[src/rtl/memctl_pkg.sv]
// Shared types and helpers for the round-robin shared-RAM arbiter.
// Holds default geometry, the read-return pipeline entry and the address translation.
package memctl_pkg;

    localparam int NUM_CORES_DEF = 8;
    localparam int AW_DEF        = 12;
    localparam int DW_DEF        = 16;
    localparam int MAW_DEF       = 15;
    localparam int PRIV_BASE_DEF = 3500;
    localparam int MEM_LAT_DEF   = 1;

    // Wide enough for the largest supported core count (16).
    localparam int ID_W = 4;

    typedef struct packed {
        logic            valid;
        logic [ID_W-1:0] id;
        logic            err;
    } rd_ent_t;

    typedef struct packed {
        logic [31:0] phys;
        logic        ovf;
    } xlate_t;

    // Private region is interleaved so word n of core k lands at base + n*cores + k.
    function automatic xlate_t xlate_addr(
        input logic [31:0] addr,
        input logic [31:0] priv_base,
        input logic [31:0] num_cores,
        input logic [31:0] core_id,
        input int unsigned maw
    );
        logic [63:0] p;
        xlate_t      r;
        if (addr < priv_base) begin
            p = {32'd0, addr};
        end else begin
            p = {32'd0, priv_base} + ({32'd0, addr - priv_base} * {32'd0, num_cores})
                + {32'd0, core_id};
        end
        r.phys = p[31:0];
        r.ovf  = (p >> maw) != 64'd0;
        return r;
    endfunction

endpackage

[src/rtl/mem_arbiter_rr_rr_arbiter.sv]
// Work-conserving round-robin arbiter: search starts at the pointer and wraps;
// the pointer moves just past each winner so a granted core queues behind the others.
module rr_arbiter #(
    parameter int NUM_CORES = 8
) (
    input  logic                 clk16,
    input  logic                 rstn,
    input  logic [NUM_CORES-1:0] req,
    output logic [NUM_CORES-1:0] gnt,
    output logic [((NUM_CORES > 1) ? $clog2(NUM_CORES) : 1)-1:0] gnt_id,
    output logic                 gnt_vld
);

    localparam int IW = (NUM_CORES > 1) ? $clog2(NUM_CORES) : 1;

    logic [IW-1:0]        ptr;
    logic [NUM_CORES-1:0] gnt_raw;
    logic [IW-1:0]        win_id;
    logic                 found;
    logic [IW-1:0]        idx;

    always_comb begin
        gnt_raw = '0;
        win_id  = '0;
        found   = 1'b0;
        idx     = '0;
        for (int i = 0; i < NUM_CORES; i++) begin
            idx = IW'((int'(ptr) + i) % NUM_CORES);
            if (!found && req[idx]) begin
                found        = 1'b1;
                gnt_raw[idx] = 1'b1;
                win_id       = idx;
            end
        end
    end

    assign gnt     = rstn ? gnt_raw : '0;
    assign gnt_vld = found & rstn;
    assign gnt_id  = win_id;

    always_ff @(posedge clk16 or negedge rstn) begin
        if (!rstn) begin
            ptr <= '0;
        end else if (gnt_vld) begin
            ptr <= (win_id == IW'(NUM_CORES - 1)) ? '0 : win_id + 1'b1;
        end
    end

endmodule

[src/rtl/mem_arbiter_rr.sv]
// Round-robin arbiter of NUM_CORES core ports onto one single-port synchronous RAM,
// with private-region interleaving and per-core read return.
module mem_arbiter_rr
    import memctl_pkg::*;
#(
    parameter int NUM_CORES = NUM_CORES_DEF,
    parameter int AW        = AW_DEF,
    parameter int DW        = DW_DEF,
    parameter int MAW       = MAW_DEF,
    parameter int PRIV_BASE = PRIV_BASE_DEF,
    parameter int MEM_LAT   = MEM_LAT_DEF
) (
    input  logic                    clk16,
    input  logic                    rstn,
    input  logic [NUM_CORES-1:0]    req,
    input  logic [NUM_CORES-1:0]    we,
    input  logic [NUM_CORES*AW-1:0] addr,
    input  logic [NUM_CORES*DW-1:0] wdata,
    output logic [NUM_CORES-1:0]    gnt,
    output logic [NUM_CORES-1:0]    rvalid,
    output logic [NUM_CORES*DW-1:0] rdata,
    output logic [NUM_CORES-1:0]    addr_err,
    output logic [MAW-1:0]          mem_addr,
    output logic                    mem_we,
    output logic [DW-1:0]           mem_wdata,
    input  logic [DW-1:0]           mem_rdata
);

    localparam int IW = (NUM_CORES > 1) ? $clog2(NUM_CORES) : 1;

    logic [IW-1:0] gnt_id;
    logic          gnt_vld;

    rr_arbiter #(
        .NUM_CORES (NUM_CORES)
    ) u_arb (
        .clk16   (clk16),
        .rstn    (rstn),
        .req     (req),
        .gnt     (gnt),
        .gnt_id  (gnt_id),
        .gnt_vld (gnt_vld)
    );

    logic [AW-1:0] sel_addr;
    logic          sel_we;
    logic [DW-1:0] sel_wdata;
    xlate_t        xl;
    logic          ovf;

    always_comb begin
        sel_addr  = addr[int'(gnt_id)*AW +: AW];
        sel_we    = we[gnt_id];
        sel_wdata = wdata[int'(gnt_id)*DW +: DW];
        xl        = xlate_addr(32'(sel_addr), 32'(PRIV_BASE), 32'(NUM_CORES), 32'(gnt_id), MAW);
        ovf       = xl.ovf | (|(xl.phys >> MAW));
    end

    // Stage p0: RAM command and read-tracking entry, valid in the cycle after the grant.
    rd_ent_t rd_pipe [0:MEM_LAT];

    always_ff @(posedge clk16 or negedge rstn) begin
        if (!rstn) begin
            mem_addr  <= '0;
            mem_we    <= 1'b0;
            mem_wdata <= '0;
            addr_err  <= '0;
            for (int j = 0; j <= MEM_LAT; j++) begin
                rd_pipe[j] <= '0;
            end
        end else begin
            addr_err <= '0;
            if (gnt_vld) begin
                mem_addr  <= xl.phys[MAW-1:0];
                mem_we    <= sel_we & ~ovf;
                mem_wdata <= sel_wdata;
                if (ovf) begin
                    addr_err[gnt_id] <= 1'b1;
                end
            end else begin
                mem_we <= 1'b0;
            end
            rd_pipe[0].valid <= gnt_vld & ~sel_we;
            rd_pipe[0].id    <= ID_W'(gnt_id);
            rd_pipe[0].err   <= ovf;
            for (int j = 1; j <= MEM_LAT; j++) begin
                rd_pipe[j] <= rd_pipe[j-1];
            end
        end
    end

    // Stage p(MEM_LAT): RAM data is valid now; dropped reads return zero.
    logic          ret_vld;
    logic [IW-1:0] ret_id;
    logic [DW-1:0] ret_data;
    logic [DW-1:0] rdata_q [NUM_CORES];

    assign ret_vld  = rd_pipe[MEM_LAT].valid;
    assign ret_id   = rd_pipe[MEM_LAT].id[IW-1:0];
    assign ret_data = rd_pipe[MEM_LAT].err ? '0 : mem_rdata;

    always_comb begin
        rvalid = '0;
        if (ret_vld) begin
            rvalid[ret_id] = 1'b1;
        end
    end

    always_comb begin
        rdata = '0;
        for (int k = 0; k < NUM_CORES; k++) begin
            rdata[k*DW +: DW] = rvalid[k] ? ret_data : rdata_q[k];
        end
    end

    always_ff @(posedge clk16 or negedge rstn) begin
        if (!rstn) begin
            for (int k = 0; k < NUM_CORES; k++) begin
                rdata_q[k] <= '0;
            end
        end else if (ret_vld) begin
            rdata_q[ret_id] <= ret_data;
        end
    end

endmodule

[config.mk]
export PLATFORM = sky130hd
export DESIGN_NAME = mem_arbiter_rr
export DESIGN_NICKNAME = d
export VERILOG_FILES = /design/src/rtl/memctl_pkg.sv /design/src/rtl/mem_arbiter_rr_rr_arbiter.sv /design/src/rtl/mem_arbiter_rr.sv
export SDC_FILE = /design/constraint.sdc
export NUM_CORES = 1
export LEC_CHECK = 0
export ABC_AREA = 1
export CORE_AREA = 2 2 173 175
export CTS_BUF_LIST = sky130_fd_sc_hd__clkbuf_2
export DETAILED_ROUTE_END_ITERATION = 8
export DIE_AREA = 0 0 175 177
export DONT_BUFFER_PORTS = 1
export GPL_TIMING_DRIVEN = 0
export PLACE_DENSITY = 0.52
export SLEW_MARGIN = 20
export SYNTH_ARGS = -nofsm -noshare
export SYNTH_HDL_FRONTEND = slang
export SYNTH_SLANG_ARGS = --single-unit
export TNS_END_PERCENT = 50
[constraint.sdc]
create_clock -name clk16 -period 5.2 [get_ports clk16]
set_clock_uncertainty 0.15 [all_clocks]
set_input_delay 1.3 -clock clk16 [delete_from_list [all_inputs] [get_ports clk16]]
set_output_delay 1.3 -clock clk16 [all_outputs]
set_load 0.01 [all_outputs]
==> reports/metrics.csv <==
metric,value,unit
status,"complete, no violations",
Most used DFF post-synth,dfrtp_1,
maximum number of pins on one net before global-route repair,127,
multi-input logic area,5800,µm²
row cnt,63,
final worst slack,56.6,ps
crit-path max cell delay,490,ps
max-slew violations,0,
Slew headroom,43.5,%
Max-Cap Viols,0,
synthesized area per cell,7.28,µm²
H-tree depth,4,
core box area,29200,µm²
Longest Clk Path Bufs,2,
GRT overflow,0,
DRC viols,0,
Pre-Repair DR Iteration Count,5,
Setup TNS Final,0,ps
worst slew pin tran,848,ps
pre-CTS WS,-1050,ps
GP Congestion,0.952,
Arrival @ worst endpoint,5660,ps
CP endpoint kind,register,
area added between synthesis and finish,18.9,%
die area,31000,µm²
min Tclk post-route,5140,ps
detailed placer's ending HPWL,33500,µm
Syn Nets,1735,
#FFs+latches synth,181,
Buffers on Ports,0,
fin nets,1834,
met1 WL,18200,µm
hold crit path type,reg2reg,
initial antenna violation count,5,
Final Cycle Share,98.9,%
Syn. warnings,0,
dpl cell area,11100,µm²
Die Height,177,µm
post-route ant nets,0,
setup violators final,0,
Reg area,4530,µm²
Initial Util,36.4,%
final hold vios,0,
layout cells sized above 1,18.4,%
first-pass GRT wire length,63400,µm
critical path's most frequent cell,nand2_2,
Routed WL per cell,22.5,µm
final wirelength,44300,µm
highest-count cells in the layout ignoring fill and taps,"nand2_1, dfrtp_1, a21oi_1",
# fillers,3059,
routed wl met3,4090,µm
Clock Sinks,181,
routed wl met2,20600,µm
Worst-Skew Late Latency,720,ps
crit start category,register,
FMAX,194,MHz
"CTS clk-pin slew, worst paths",300,ps
Crit-path slowest cell,dfrtp_2,
Final Cell Area,12700,µm²
RSZ-0062 raised after global routing,yes,
worst path required time,5720,ps
Unique masters post-synth,45,
vias in the first global route,10000,
Die Span X,175,µm
CTS Buf Count,17,
Via density,5.47,
cells after synthesis,1461,
CTS tree,done,
Root Buffer,clkbuf_2,
Critical path buffers and inverters,9,
Syn Std Cell Area,10600,µm²
"FFs w/ async S/R, synth",100,%
critical path's top delay family,simple AND/OR/NAND/NOR gates,
GRT Resource Usage Total,27.2,%
critical-path maximum fanout,6,
sequential cell area fraction in the yosys report,42.6,%
WS Path Type,reg2reg,
total I/O pin count,442,
uppermost routed layer,met5,
number of synthesized flops with an enable pin,0,
Initial DRC Count,761,
via count,10800,
"commonest non-fill, non-tap cell in the layout",nand2_1,
==> registers in the layout, summed over array words and instances (netlist names) <==
name,cells
addr_err,8
mem_addr,15
mem_wdata,16
mem_we,1
rd_pipe,9
rdata_q,128
ret_vld,1
u_arb.ptr,3
==> routing by layer <==
metal | GRT usage (%) | up-vias
met2 | 43.2 | 496
met5 | 0 | -
li1 | - | 4996
met3 | 9.17 | 79
met1 | 35.1 | 5177
met4 | 7.99 | 4
==> through the flow <==
step | hold slack [ps] | cells | utilization [%]
after floorplan | 181 | 1461 | -
after global placement | 184 | 1851 | 38.1
after detailed placement | 185 | 1851 | 38.1
after CTS | 3.73 | 1936 | 41.6
after global routing | 115 | 1965 | 43.3
final | 209 | 1967 | 43.3
==> what timing repair did <==
action	CTS	global route
resized for setup	71	70
cloned	1	2
buffers inserted	48	24
hold buffers	4	1
endpoints found under the hold margin	126	35
pin swaps	44	44
endpoints found under the setup margin	40	18
==> final timing paths <==
kind / startpoint / end / slack [ps] / cells past startpoint
setup / recovery: u_arb.ptr[0] / mem_we / 60 / 39
hold reg to reg: rd_pipe[9] / rd_pipe[3] / 210 / 0
min in group asynchronous: rstn / rdata_q[55] / 220 / 1
hold / removal: rd_pipe[9] / rd_pipe[3] / 210 / 0
max in group asynchronous: rstn / rdata_q[14] / 3690 / 1
setup reg to reg: u_arb.ptr[0] / mem_we / 60 / 39
==> cell usage after synthesis (11+ instances only) <==
cell,n,area share [%]
o21ai_1,16,0.75
dfrtp_1,181,43
inv_2,14,0.49
nor2_1,139,4.9
clkbuf_1,45,1.6
a21oi_1,145,6.8
buf_6,11,1.2
inv_1,67,2.4
a221oi_1,16,1.3
nor3_1,16,0.75
nor4_1,17,1.0
o21ai_0,104,4.9
nand2_1,498,18
nand3_1,57,2.7
ha_1,16,1.9
nand2_2,15,0.88
==> layout make-up <==
| cell class | instances | share of cell area, % |
|---|---|---|
| inverters | 85 | 2.84 |
| diodes | 4 | 0.0791 |
| repair buffers | 79 | 5.99 |
| plain buffers | 73 | 3.38 |
| clock buffers | 18 | 0.712 |
| flip-flops and latches | 181 | 35.8 |
| multi-input cells | 1123 | 45.8 |
| clock inverters | 14 | 1.48 |
| well taps | 390 | 3.86 |
==> logic make-up (layout without fill, tap and decap cells) <==
logic type | count (synthesis) | in the layout | synth area share [%]
AND/OR/NAND/NOR | 806 | 807 | 33.7
AO/OA/AOI/OAI | 294 | 294 | 14.8
flip-flops | 181 | 181 | 42.6
buffers and inverters | 158 | 269 | 6.54
adder cells (fa/ha/maj) | 16 | 16 | 1.88
XOR/XNOR | 4 | 4 | 0.329
multiplexers | 2 | 2 | 0.188
other | 0 | 4 | 0
Power is left out: the tool's default activity adds up to more than one toggle a clock period on the data nets, which glitch-free logic cannot reach.
